[src/rtl/jt08_adpcmb_pkg.sv]
// Shared definitions for the ADPCM-B encoder and playback decoder: delta limits,
// step-scale table and encoder FSM encoding.
package jt08_adpcmb_pkg;

  localparam logic [14:0] DELTA_MIN = 15'd127;
  localparam logic [14:0] DELTA_MAX = 15'd24576;

  // Delta scale factors in 1/64 units, indexed by nibble magnitude.
  localparam logic [7:0] STEP_K [8] = '{
    8'd57, 8'd57, 8'd57, 8'd57, 8'd77, 8'd102, 8'd128, 8'd153
  };

  typedef enum logic [3:0] {
    StIdle,
    StDiff,
    StQ2,
    StQ1,
    StQ0,
    StRecon,
    StStep,
    StPack,
    StWrite
  } state_e;

  function automatic logic [7:0] step_k(input logic [2:0] m);
    return STEP_K[m];
  endfunction

endpackage

[src/rtl/jt08_adpcmb_step.sv]
// ADPCM-B reconstruction and step update: next accumulator and next delta
// from one nibble, shared by the encoder and the playback decoder.
module jt08_adpcmb_step
  import jt08_adpcmb_pkg::*;
(
  input  logic [2:0]         m,
  input  logic               sign,
  input  logic signed [15:0] acc,
  input  logic [14:0]        delta,
  output logic signed [15:0] acc_nxt,
  output logic [14:0]        delta_nxt
);

  logic [18:0]        prod;
  logic [15:0]        diff;
  logic signed [17:0] acc_x;
  logic signed [17:0] diff_x;
  logic signed [17:0] sum;
  logic [21:0]        scaled;
  logic [15:0]        dnew;

  always_comb begin
    // (2m+1)*delta as shift-add, then /8
    prod = {4'd0, delta};
    if (m[0]) prod = prod + {3'd0, delta, 1'b0};
    if (m[1]) prod = prod + {2'd0, delta, 2'b0};
    if (m[2]) prod = prod + {1'b0, delta, 3'b0};
    diff   = 16'(prod >> 3);
    acc_x  = {{2{acc[15]}}, acc};
    diff_x = {2'b00, diff};
    sum    = sign ? (acc_x - diff_x) : (acc_x + diff_x);
    if (sum > 18'sd32767) begin
      acc_nxt = 16'sh7fff;
    end else if (sum < -18'sd32768) begin
      acc_nxt = 16'sh8000;
    end else begin
      acc_nxt = sum[15:0];
    end

    scaled = 22'(delta) * 22'(step_k(m));
    dnew   = 16'(scaled >> 6);
    if (dnew < 16'(DELTA_MIN)) begin
      delta_nxt = DELTA_MIN;
    end else if (dnew > 16'(DELTA_MAX)) begin
      delta_nxt = DELTA_MAX;
    end else begin
      delta_nxt = dnew[14:0];
    end
  end

endmodule

[src/rtl/jt08_adpcmb_enc.sv]
// ADPCM-B record encoder: quantises PCM samples to nibbles, packs two per byte
// (high first) and writes them to ADPCM RAM between astart and aend.
module jt08_adpcmb_enc
  import jt08_adpcmb_pkg::*;
#(
  parameter int unsigned AW = 21
) (
  input  logic          clk,
  input  logic          rst,
  input  logic          cen,
  input  logic          on,
  input  logic          rep,
  input  logic          clr,
  input  logic [AW-1:0] astart,
  input  logic [AW-1:0] aend,
  input  logic          pcm_valid,
  input  logic [15:0]   pcm_in,
  output logic [23:0]   addr,
  output logic [7:0]    ram_dout,
  output logic          wr_req,
  input  logic          wr_ack,
  output logic [3:0]    nibble,
  output logic          busy,
  output logic          eos,
  output logic          ovf
);

  state_e             state_q, state_d;
  logic signed [15:0] pcm_q, pcm_d;
  logic signed [15:0] acc_q, acc_d, acc_nxt;
  logic [14:0]        delta_q, delta_d, delta_nxt;
  logic [15:0]        t_q, t_d;
  logic               sign_q, sign_d;
  logic [2:0]         m_q, m_d;
  logic [3:0]         hi_q, hi_d;
  logic [3:0]         nib_q, nib_d;
  logic               half_q, half_d;
  logic [7:0]         dout_q, dout_d;
  logic               wr_req_q, wr_req_d;
  logic [AW-1:0]      addr_q, addr_d;
  logic               busy_q, busy_d;
  logic               eos_q, eos_d;
  logic               ovf_q, ovf_d;
  logic               on_q;
  logic signed [16:0] diff17;
  logic               on_rise;
  logic               b0;

  jt08_adpcmb_step u_step (
    .m         (m_q),
    .sign      (sign_q),
    .acc       (acc_q),
    .delta     (delta_q),
    .acc_nxt   (acc_nxt),
    .delta_nxt (delta_nxt)
  );

  assign on_rise = on & ~on_q;
  assign diff17  = {pcm_q[15], pcm_q} - {acc_q[15], acc_q};
  assign b0      = t_q >= {3'b000, delta_q[14:2]};

  always_comb begin
    state_d  = state_q;
    pcm_d    = pcm_q;
    acc_d    = acc_q;
    delta_d  = delta_q;
    t_d      = t_q;
    sign_d   = sign_q;
    m_d      = m_q;
    hi_d     = hi_q;
    nib_d    = nib_q;
    half_d   = half_q;
    dout_d   = dout_q;
    wr_req_d = wr_req_q;
    addr_d   = addr_q;
    busy_d   = busy_q;
    eos_d    = 1'b0;
    ovf_d    = ovf_q;

    if (pcm_valid && state_q != StIdle) ovf_d = 1'b1;

    // Losing 'on' aborts a sample immediately, but a pending write completes.
    if (!on && state_q != StWrite) begin
      state_d = StIdle;
    end else begin
      case (state_q)
        StIdle: begin
          if (pcm_valid && busy_q && on) begin
            pcm_d   = pcm_in;
            state_d = StDiff;
          end
        end
        StDiff: begin
          sign_d  = diff17[16];
          t_d     = 16'(diff17[16] ? -diff17 : diff17);
          m_d     = 3'd0;
          state_d = StQ2;
        end
        StQ2: begin
          if (t_q >= {1'b0, delta_q}) begin
            m_d[2] = 1'b1;
            t_d    = t_q - {1'b0, delta_q};
          end
          state_d = StQ1;
        end
        StQ1: begin
          if (t_q >= {2'b00, delta_q[14:1]}) begin
            m_d[1] = 1'b1;
            t_d    = t_q - {2'b00, delta_q[14:1]};
          end
          state_d = StQ0;
        end
        StQ0: begin
          m_d[0]  = b0;
          nib_d   = {sign_q, m_q[2:1], b0};
          state_d = StRecon;
        end
        StRecon: begin
          acc_d   = acc_nxt;
          state_d = StStep;
        end
        StStep: begin
          delta_d = delta_nxt;
          state_d = StPack;
        end
        StPack: begin
          if (!half_q) begin
            hi_d    = nib_q;
            half_d  = 1'b1;
            state_d = StIdle;
          end else begin
            dout_d   = {hi_q, nib_q};
            half_d   = 1'b0;
            wr_req_d = 1'b1;
            state_d  = StWrite;
          end
        end
        StWrite: begin
          if (wr_req_q && wr_ack) begin
            wr_req_d = 1'b0;
            state_d  = StIdle;
            if (addr_q != aend) begin
              addr_d = addr_q + AW'(1);
            end else begin
              eos_d = 1'b1;
              if (rep) addr_d = astart;
              else     busy_d = 1'b0;
            end
          end
        end
        default: state_d = StIdle;
      endcase
    end

    if (!on) half_d = 1'b0;

    if (on_rise) begin
      addr_d  = astart;
      acc_d   = '0;
      delta_d = DELTA_MIN;
      half_d  = 1'b0;
      ovf_d   = 1'b0;
      busy_d  = 1'b1;
    end

    if (state_d == StIdle && !on) busy_d = 1'b0;

    if (clr) begin
      state_d  = StIdle;
      half_d   = 1'b0;
      wr_req_d = 1'b0;
      acc_d    = '0;
      delta_d  = DELTA_MIN;
      ovf_d    = 1'b0;
    end
  end

  always_ff @(posedge clk or posedge rst) begin
    if (rst) begin
      state_q  <= StIdle;
      pcm_q    <= '0;
      acc_q    <= '0;
      delta_q  <= DELTA_MIN;
      t_q      <= '0;
      sign_q   <= 1'b0;
      m_q      <= '0;
      hi_q     <= '0;
      nib_q    <= '0;
      half_q   <= 1'b0;
      dout_q   <= '0;
      wr_req_q <= 1'b0;
      addr_q   <= '0;
      busy_q   <= 1'b0;
      eos_q    <= 1'b0;
      ovf_q    <= 1'b0;
      on_q     <= 1'b0;
    end else if (cen) begin
      state_q  <= state_d;
      pcm_q    <= pcm_d;
      acc_q    <= acc_d;
      delta_q  <= delta_d;
      t_q      <= t_d;
      sign_q   <= sign_d;
      m_q      <= m_d;
      hi_q     <= hi_d;
      nib_q    <= nib_d;
      half_q   <= half_d;
      dout_q   <= dout_d;
      wr_req_q <= wr_req_d;
      addr_q   <= addr_d;
      busy_q   <= busy_d;
      eos_q    <= eos_d;
      ovf_q    <= ovf_d;
      on_q     <= on;
    end
  end

  assign addr     = 24'(addr_q);
  assign ram_dout = dout_q;
  assign wr_req   = wr_req_q;
  assign nibble   = nib_q;
  assign busy     = busy_q;
  assign eos      = eos_q;
  assign ovf      = ovf_q;

endmodule
[config.mk]
export PLATFORM = sky130hd
export DESIGN_NAME = jt08_adpcmb_enc
export DESIGN_NICKNAME = d
export VERILOG_FILES = /design/src/rtl/jt08_adpcmb_pkg.sv /design/src/rtl/jt08_adpcmb_step.sv /design/src/rtl/jt08_adpcmb_enc.sv
export SDC_FILE = /design/constraint.sdc
export NUM_CORES = 1
export LEC_CHECK = 0
export CAP_MARGIN = 20
export CORE_MARGIN = 2
export CORE_UTILIZATION = 50
export CTS_BUF_LIST = sky130_fd_sc_hd__clkbuf_4 sky130_fd_sc_hd__clkbuf_8
export DETAILED_ROUTE_END_ITERATION = 12
export HOLD_SLACK_MARGIN = 0.03
export PLACE_DENSITY = 0.69
export SYNTH_ARGS = -nofsm -noshare
export SYNTH_HDL_FRONTEND = slang
export SYNTH_SLANG_ARGS = --single-unit
[constraint.sdc]
create_clock -name clk -period 10.4 [get_ports clk]
set_input_delay 2.08 -clock clk [delete_from_list [all_inputs] [get_ports clk]]
set_output_delay 2.08 -clock clk [all_outputs]
set_load 0.01 [all_outputs]
Yosys cells after proc, flatten, opt, wreduce, memory -nomap -nowiden
Memories as Yosys holds them, arrays and structs flattened.
Index checks and enable logic that the tools add are counted.
- reduce and logical (&&, ||, !) cells: 39
- muxes and demuxes: 64
- order comparisons: 8
- equality and inequality tests: 22
- $add $sub $neg: 10
- bitwise logic cells: 5
- $mul: 1
- operators with widths (kind ; number):
    16-bit two-way mux ; 9
    21-bit two-way mux ; 6
    15-bit two-way mux ; 6
    19-bit two-way mux ; 3
    16-bit case mux with 3 select lines ; 1
    4-bit case mux with 9 select lines ; 1
    1-bit two-way mux ; 26
    3-bit nonzero test ; 8
    15-bit by 8-bit multiplier with 22-bit output ; 1
    21-bit by 1-bit adder with 21-bit output (second input constant) ; 1
    21-bit != test ; 1
    4-bit two-way mux ; 5
    4-bit AND reduction ; 5
    19-bit by 17-bit adder with 19-bit output ; 1
    19-bit by 18-bit adder with 19-bit output ; 1
    16-bit by 17-bit adder with 18-bit output ; 1
    18-bit by 16-bit greater-than comparator with 1-bit output (second input constant) ; 1
    18-bit by 16-bit < comparator with 1-bit output (second input constant) ; 1
    18-bit two-way mux ; 1
    3-bit AND reduction ; 6
    16-bit by 17-bit subtractor with 18-bit output ; 1
    15-bit by 16-bit adder with 17-bit output ; 1
    16-bit by 16-bit subtractor with 17-bit output ; 1
    4-bit by 3-bit == test with 1-bit output (second input constant) ; 4
    other kinds (31) ; 57
- word-level logic and storage cells: 169
- input bits: 66
- ROM bits: 64
- output and inout bits: 40
- memories kept: 1
- flip-flop bits (word level): 114
- memories (name ; depth ; width ; read ports ; clocked after memory_dff ; write ports ; RTL line ; RTL):
    (no name shown) ; 8 ; 8 ; 1 ; 0 ; 0 ; jt08_adpcmb_pkg.sv:26 ; return STEP_K[m];

Longest topological paths before layout
Gate-level depths: netlist (run 1).
- depth after elaboration: 15
- mapped depth: 41
- gate-level depth less buffers: 39

Modules after synthesis
From an unflattened synthesis (run 1), not the netlist that was laid out.
- cell total of the unflattened synthesis: 2028
- area, all modules: 16390.7 sq um
- by module, submodules not included (module ; times used ; cells each ; area an instance (sq um) ; seq. area each (sq um)):
    jt08_adpcmb_enc ; 1 ; 989 ; 8446.9 ; 2861.5
    jt08_adpcmb_step ; 1 ; 1039 ; 7943.9 ; 0.0

Worst setup path after synthesis (run 1)
Ideal clock, no wire load.
- kind: reg-to-reg
- start point: reg delta_q[1]
- end point: reg acc_q[2]
- buffers on the path: 2
- library setup time: 126 ps
- data arrival time: 7723 ps
- stages on the path, launching flop included: 40
- slack: 2551 ps
- data required time: 10274 ps
- clock period less this slack: 7849 ps
- path through: dfstp_2 buf_6 inv_1 fa_1 nor2b_1 or3_1 a21oi_1 nor2_1 nand2_1 o21ai_0 ha_1 o21a_1 o21ai_0 a21oi_2 nor2_1 xor2_1 nand2_1 o21a_1 [... 4 more ...] a21oi_1 o21a_1 o21ai_1 nor4b_4 and4_4 a21oi_1 xor2_1 ha_1 and3_1 nand3_1 o21ai_1 a21o_1 a21oi_1 xnor2_1 xnor2_4 a21oi_4 buf_6 a221o_1
- longest elaborated chain between the ends: 15
- elaborated cells between the ends (all ways): 17
- classes of those cells: add/sub: 5; order compare: 2; mux: 10
- RTL lines (what ; RTL line ; RTL):
    start: declaration ; jt08_adpcmb_enc.sv:31 ; logic [14:0] delta_q, delta_d, delta_nxt;
    start signal: assignment ; jt08_adpcmb_enc.sv:201 ; delta_q <= delta_d;
    15-bit by 16-bit adder with 17-bit output ; jt08_adpcmb_step.sv:25 ; if (m[0]) prod = prod + {3'd0, delta, 1'b0};
    19-bit two-way mux ; jt08_adpcmb_step.sv:25 ;
    19-bit by 17-bit adder with 19-bit output ; jt08_adpcmb_step.sv:26 ; if (m[1]) prod = prod + {2'd0, delta, 2'b0};
    19-bit two-way mux ; jt08_adpcmb_step.sv:26 ;
    19-bit by 18-bit adder with 19-bit output ; jt08_adpcmb_step.sv:27 ; if (m[2]) prod = prod + {1'b0, delta, 3'b0};
    19-bit two-way mux (*) ; jt08_adpcmb_step.sv:27 ;
    16-bit by 17-bit adder with 18-bit output / 16-bit by 17-bit subtractor with 18-bit output (equally long branches) ; jt08_adpcmb_step.sv:31 ; sum = sign ? (acc_x - diff_x) : (acc_x + diff_x);
    18-bit two-way mux (*) ; jt08_adpcmb_step.sv:31 ;
    18-bit by 16-bit < comparator with 1-bit output ; jt08_adpcmb_step.sv:34 ; end else if (sum < -18'sd32768) begin
    16-bit two-way mux ; jt08_adpcmb_step.sv:34 ;
    16-bit two-way mux (*) ; jt08_adpcmb_step.sv:32 ; if (sum > 18'sd32767) begin
    16-bit two-way mux (*) ; jt08_adpcmb_enc.sv:86 ; case (state_q)
    16-bit two-way mux (*) ; jt08_adpcmb_enc.sv:83 ; if (!on && state_q != StWrite) begin
    16-bit two-way mux (*) ; jt08_adpcmb_enc.sv:157 ; if (on_rise) begin
    16-bit two-way mux (*) ; jt08_adpcmb_enc.sv:168 ; if (clr) begin
    end signal: assignment ; jt08_adpcmb_enc.sv:182 ; acc_q <= '0;
    end signal: assignment ; jt08_adpcmb_enc.sv:200 ; acc_q <= acc_d;
    end: declaration ; jt08_adpcmb_enc.sv:30 ; logic signed [15:0] acc_q, acc_d, acc_nxt;
Mark *: on every way between the ends. The rest lies on a longest branch, timed or not. The select of a mux whose other input is x is not followed.
A chain may end at the register's enable or synchronous reset.

Final worst setup path (run 1)
- start point: reg delta_q[1]
- end point: reg acc_q[8]
Same word-level chain as after synthesis.

==> metrics.md, run 1 <==
| Metric | Value |
|---|---|
| Status | `finished, final reports clean` |
| Crit path top cell by count | `a21oi_1` |
| CP required | `10.80 ns` |
| Placement Rows | `65` |
| Most frequent cells in the layout | `nand2_1, inv_1, ha_1` |
| Clk_skew | `0.01885 ns` |
| Cells after synthesis | `1924` |
| Syn_area_per_cell | `8.274 sq um` |
| H-tree levels | `4` |
| Share of cells above drive strength 1 | `6.172%` |
| Routability cong. | `0.9686` |
| Final setup viols | `0` |
| GR Overflow Total | `0` |
| Reg area | `2861 sq um` |
| Top-level I/O count | `106` |
| Via density per instance | `6.101` |
| CP Capture Type | `flip-flop` |
| First-pass GRT wire length | `73280 um` |
| Worst hold stages | `1` |
| EDFF count, synth | `0` |
| Wirelength per Cell | `18.84 um` |
| Fillers | `2874` |
| Reg-to-reg setup timing slack | `1.43 ns` |
| Mapped cell area | `15920 sq um` |
| Area Overhead vs Synth | `10.42%` |
| Commonest register cell after synthesis | `dfrtp_1` |
| Final WL | `45110 um` |
| Type of the worst setup path | `flip-flop to flip-flop` |
| CTS buffer count | `17` |
| Hold Path End | `ram_dout[7]$_DFFE_PP0P_` |
| Core Footprint | `31470 sq um` |
| Post-route setup slack | `1.431 ns` |
| Diodes inserted | `0` |
| Slowest cell on crit path | `dfstp_2` |
| Initial DRC count | `1401` |
| Buffers and inverters on the worst path | `1` |
| CTS root buffer | `clkbuf_8` |
| Vias | `14610` |
| Fin. max-slew vios | `0` |
| Relative slew slack | `24.85%` |
| R2r startpoint | `delta_q[1]$_DFFE_PP1P_` |
| Fin. Hold Viols | `0` |
| Reg2Reg Depth | `37` |
| Minimum clock period | `8.969 ns` |
| Post-Route Utilization | `55.85%` |
| Synth area leader | `dfrtp_1` |
| Multi-input logic area | `12040 sq um` |
| #FFs+latches synth | `114` |
| Synth top area share | `16.82%` |
| Port-buffer cells | `102` |
| All-Layer GR Usage | `27.42%` |
| Sequential-to-total area share from yosys stat | `17.98%` |
| Die Span Y | `182.4 um` |
| Initial antenna violation count | `0` |
| Hold path start | `hi_q[3]$_DFFE_PP0P_` |
| Final nets | `2292` |
| Post-CTS Resized | `0` |
| CTS tree | `built` |
| Commonest non-fill, non-tap cell in the layout | `nand2_1` |
| Post-synth ARST share | `100.0%` |
| Crit Reg-Reg Endpoint | `acc_q[8]$_DFFE_PP0P_` |
| Critical Path AT | `9.37 ns` |
| TritonCTS Sinks | `114` |
| Largest cells by area after synthesis | `dfrtp_1, ha_1, fa_1` |
| Synth Warn # | `0` |
| CP max stage delay | `0.69 ns` |
| Reg clk slew, reported paths | `0.09 ns` |
| Place WS | `1.698 ns` |
| Post-CTS setup buffer count | `0` |
| Clock Tree Buf Depth | `2` |
| Largest net degree at the start of global routing | `69` |
| Hpwl dp | `35460 um` |
| Synth cell types | `104` |
| Cts hold-fix bufs | `0` |
| # DRC | `0` |
| Routed Antenna Nets | `0` |
| Critical Path Start Type | `flip-flop` |
| Top cell family by delay on the critical path | `simple AND/OR/NAND/NOR gates` |
| Period utilization | `86.24%` |
| Setup TNS | `0 ns` |
| Drt first pass iters | `8` |
| Initial Utilization | `50.58%` |
| F_max | `111.5 MHz` |
| Worst hold-check path type | `flip-flop to flip-flop` |
| RSZ-0062 raised after global routing | `no` |
| DIE WIDTH | `182.4 um` |
| Max cap viols | `0` |
| Worst-path fanout max | `14` |
| Worst slew pin tran | `1.113 ns` |
| Worst-Skew Late Latency | `0.48 ns` |
| Die area | `33280 sq um` |
| Vias in the first global route | `13970` |
## per-stage QoR
| step | cell area (sq um) | hold WS (ns) | cells |
|---|---|---|---|
| floorplan | 15930 | 0.4750 | 1926 |
| global placement | 17150 | 0.4851 | 2363 |
| detailed placement | 17150 | 0.4904 | 2363 |
| CTS | 17580 | 0.5066 | 2395 |
| global route | 17580 | 0.5189 | 2395 |
| finish | 17580 | 0.5048 | 2395 |
## cell usage after synthesis (11+ instances only)
master,number
a21o_1,53
nand2b_1,31
a21oi_1,150
a31oi_1,14
nand4_1,20
clkbuf_1,53
nand2_1,190
nand3_1,53
or3_1,14
nor2b_1,18
mux2_2,31
o21a_1,19
xnor2_1,88
dfrtp_1,107
a221o_1,16
a211oi_1,15
nor3_1,35
buf_4,11
inv_1,175
o21ai_0,119
xor2_1,52
fa_1,83
a222oi_1,11
ha_1,163
o21bai_1,11
nor4_1,11
and3_1,28
nor2_1,105
o22ai_1,24
and2_1,31
## worst max path at each step
stage / from / to / slack [ns] / depth (start not counted)
floorplan: delta_q[1]$_DFFE_PP1P_ / acc_q[2]$_DFFE_PP0P_ / 2.55 / 39
global placement: delta_q[1]$_DFFE_PP1P_ / acc_q[4]$_DFFE_PP0P_ / 1.91 / 37
detailed placement: delta_q[1]$_DFFE_PP1P_ / acc_q[10]$_DFFE_PP0P_ / 1.70 / 37
CTS: delta_q[1]$_DFFE_PP1P_ / acc_q[8]$_DFFE_PP0P_ / 1.53 / 37
global route: delta_q[1]$_DFFE_PP1P_ / acc_q[8]$_DFFE_PP0P_ / 0.66 / 37
finish: delta_q[1]$_DFFE_PP1P_ / acc_q[8]$_DFFE_PP0P_ / 1.43 / 37
## cell type report
type / instances / share of cell area, %
Inverter: 176 / 3.773
Tap cell: 402 / 2.861
Clock buffer: 18 / 1.409
Multi-Input combinational cell: 1560 / 68.48
Timing Repair Buffer: 111 / 6.193
Sequential cell: 114 / 16.28
Clock inverter: 14 / 1.004
## cells by family after synthesis
| kind of cell | count (synthesis) | synth area share (%) |
|---|---|---|
| fa+ha+maj | 246 | 23.25 |
| buf+inv | 252 | 6.476 |
| xor+xnor | 141 | 7.876 |
| simple gates | 578 | 18.13 |
| flops | 114 | 17.98 |
| compound gates | 552 | 23.50 |
| mux | 40 | 2.767 |
| other cells | 1 | 0.02356 |
## state kept, by name, indices dropped and copies added (netlist names)
name	count
pcm_q	16
acc_q	16
eos	1
half_q	1
wr_req	1
t_q	16
ram_dout	8
addr_q	21
ovf	1
hi_q	4
m_q	3
nibble	4
busy	1
delta_q	15
on_q	1
sign_q	1
state_q	4
## routing by layer
layer / wire length [um] / GRT usage, % / vias to the layer above
met5: 0 / 0 / -
met4: 729 / 6.710 / 0
met3: 3012 / 4.829 / 56
met2: 20690 / 43.68 / 480
met1: 20680 / 38.74 / 7092
li1: - / - / 6985
Power of run 1 is left out: the tool's default activity adds up to more than one toggle a clock period on the data nets, which glitch-free logic cannot reach.
==> run 2: changes to the inputs <==
CTS_CLUSTER_DIAMETER = 200   (was not set)
==> results of run 2 <==
No change in the layout: final DEF, timing and power equal those of run 1.
Power of run 2 is left out for the same reason.
==> run 3: changes to the inputs <==
CORE_ASPECT_RATIO = 2   (was not set)
PLACE_DENSITY = 0.72   (was 0.69)
==> run 3 against run 2 <==
  * Wire length rose by 6.8%
  * Flip-flop and latch count did not move
  * Utilization is 0.26 points higher
  * Clock skew fell by 0.0041 ns
  * Cell count rose by 1.2%
  * Worst setup slack improved by 0.025 ns
  * Critical path depth is the same
  * Critical endpoint is now acc_q[7]$_DFFE_PP0P_
  * Highest routed layer unchanged
==> metrics.md, run 3 (synthesis gave the netlist of run 1 again) <==
| Metric | Value |
|---|---|
| Status | `finished, final reports clean` |
| Clk_skew | `0.01478 ns` |
| Worst setup path start | `delta_q[1]$_DFFE_PP1P_` |
| CP max stage delay | `0.69 ns` |
| Slowest cell on crit path | `dfstp_2` |
| Diodes inserted | `0` |
| Initial antenna violation count | `0` |
| H-tree levels | `4` |
| Worst slew pin tran | `1.082 ns` |
| Fin. Hold Viols | `0` |
| Via density per instance | `6.120` |
| Setup TNS | `0 ns` |
| Die area | `33370 sq um` |
| GR Overflow Total | `0` |
| Vias | `14830` |
| Worst-Skew Late Latency | `0.47 ns` |
| Top reg by flops | `addr_q` |
| Clock Tree Buf Depth | `2` |
| Crit path top cell by count | `o21ai_0` |
| # DRC | `0` |
| Commonest non-fill, non-tap cell in the layout | `nand2_1` |
| Initial Utilization | `50.66%` |
| DIE WIDTH | `130.2 um` |
| Max cap viols | `0` |
| F_max | `111.8 MHz` |
| Hpwl dp | `39260 um` |
| Post-CTS Resized | `0` |
| RSZ-0062 raised after global routing | `no` |
| Top-level I/O count | `106` |
| Worst-path fanout max | `14` |
| Die Span Y | `256.3 um` |
| Vias in the first global route | `15630` |
| CP Capture Type | `flip-flop` |
| Post-CTS setup buffer count | `0` |
| Routed Antenna Nets | `0` |
| First-pass GRT wire length | `78200 um` |
| Fin. max-slew vios | `0` |
| Final WL | `48170 um` |
| Minimum clock period | `8.944 ns` |
| Port-buffer cells | `102` |
| Final setup viols | `0` |
| Initial DRC count | `869` |
| Reg clk slew, reported paths | `0.08 ns` |
| Most frequent cells in the layout | `nand2_1, inv_1, ha_1` |
| Area Overhead vs Synth | `10.76%` |
| Routability cong. | `0.9425` |
| TritonCTS Sinks | `114` |
| Cts hold-fix bufs | `0` |
| Reg-to-reg setup timing slack | `1.46 ns` |
| CP required | `10.81 ns` |
| Critical Path Start Type | `flip-flop` |
| Worst hold-check path type | `flip-flop to flip-flop` |
| Relative slew slack | `27.58%` |
| Wirelength per Cell | `19.87 um` |
| Fillers | `2902` |
| All-Layer GR Usage | `29.78%` |
| CTS root buffer | `clkbuf_8` |
| Largest net degree at the start of global routing | `68` |
| Period utilization | `86.00%` |
| Drt first pass iters | `6` |
| Share of cells above drive strength 1 | `6.547%` |
| Type of the worst setup path | `flip-flop to flip-flop` |
| Crit path to | `acc_q[7]$_DFFE_PP0P_` |
| Reg2Reg Depth | `37` |
| CTS tree | `built` |
| Crit Reg-Reg Endpoint | `acc_q[7]$_DFFE_PP0P_` |
| Core Footprint | `31430 sq um` |
| Max FFs per register | `21` |
| Final nets | `2300` |
| Critical Path AT | `9.35 ns` |
| R2r startpoint | `delta_q[1]$_DFFE_PP1P_` |
| Placement Rows | `92` |
| CTS buffer count | `17` |
[run 3: cell types whose count changed in the layout (fill, tap and decap cells not counted), sizes merged]
| cell | delta |
|---|---|
| buf | +8 |
| bufinv | -1 |
| clkinv | +4 |
| clkbuf | -1 |
| clkinvlp | -2 |
[run 3: area by class of cell]
class / count / area (sq um) / share of cell area (%)
Tap cell: 423 / 529.3 / 3.002
Timing Repair Buffer: 119 / 1149 / 6.514
Sequential cell: 114 / 2861 / 16.23
Inverter: 176 / 663.1 / 3.761
Clock buffer: 17 / 234.0 / 1.327
Clock inverter: 15 / 157.7 / 0.8941
Multi-Input combinational cell: 1560 / 12040 / 68.27
[run 3: worst max-delay path, delay by kind of cell, from the launching register on]
kind,cells,cell delay [ns]
compound gates,16,3.12
simple gates,11,2.07
fa+ha+maj,4,1.67
xor+xnor,5,1.09
flops,1,0.69
buf+inv,1,0.24
[run 3: worst min path at each step]
stage                                  startpoint  slack (ns)                       to  cells after the start
after global routing          hi_q[0]$_DFFE_PP0P_        0.53      hi_q[0]$_DFFE_PP0P_                      1
after CTS                    pcm_q[0]$_DFFE_PP0P_        0.51     pcm_q[0]$_DFFE_PP0P_                      1
after global placement        hi_q[2]$_DFFE_PP0P_        0.48  ram_dout[6]$_DFFE_PP0P_                      1
after floorplan               hi_q[0]$_DFFE_PP0P_        0.47  ram_dout[4]$_DFFE_PP0P_                      1
after detailed placement  ram_dout[3]$_DFFE_PP0P_        0.49  ram_dout[3]$_DFFE_PP0P_                      1
final                        pcm_q[0]$_DFFE_PP0P_        0.51     pcm_q[0]$_DFFE_PP0P_                      1
[run 3: metrics by stage]
stage               setup WS (ns)  hold WS [ns]  cell area (sq um)  util, %  cells
CTS                         1.488        0.5115              17630    56.11   2424
detailed placement          1.543        0.4933              17240    54.86   2392
global placement            1.783        0.4794              17240    54.86   2392
global route               0.6982        0.5270              17630    56.11   2424
floorplan                   2.551        0.4750              15930        -   1926
finish                      1.456        0.5064              17630    56.11   2424
[run 3: layer usage]
| layer | share of wire (%) | track usage [%] | vias up |
|---|---|---|---|
| met5 | 0 | 0 | - |
| met4 | 10 | 24.58 | 0 |
| met3 | 4.2 | 3.818 | 208 |
| met2 | 53 | 55.10 | 516 |
| met1 | 32 | 28.05 | 7120 |
| li1 | - | - | 6990 |
Power of run 3 is left out for the same reason.
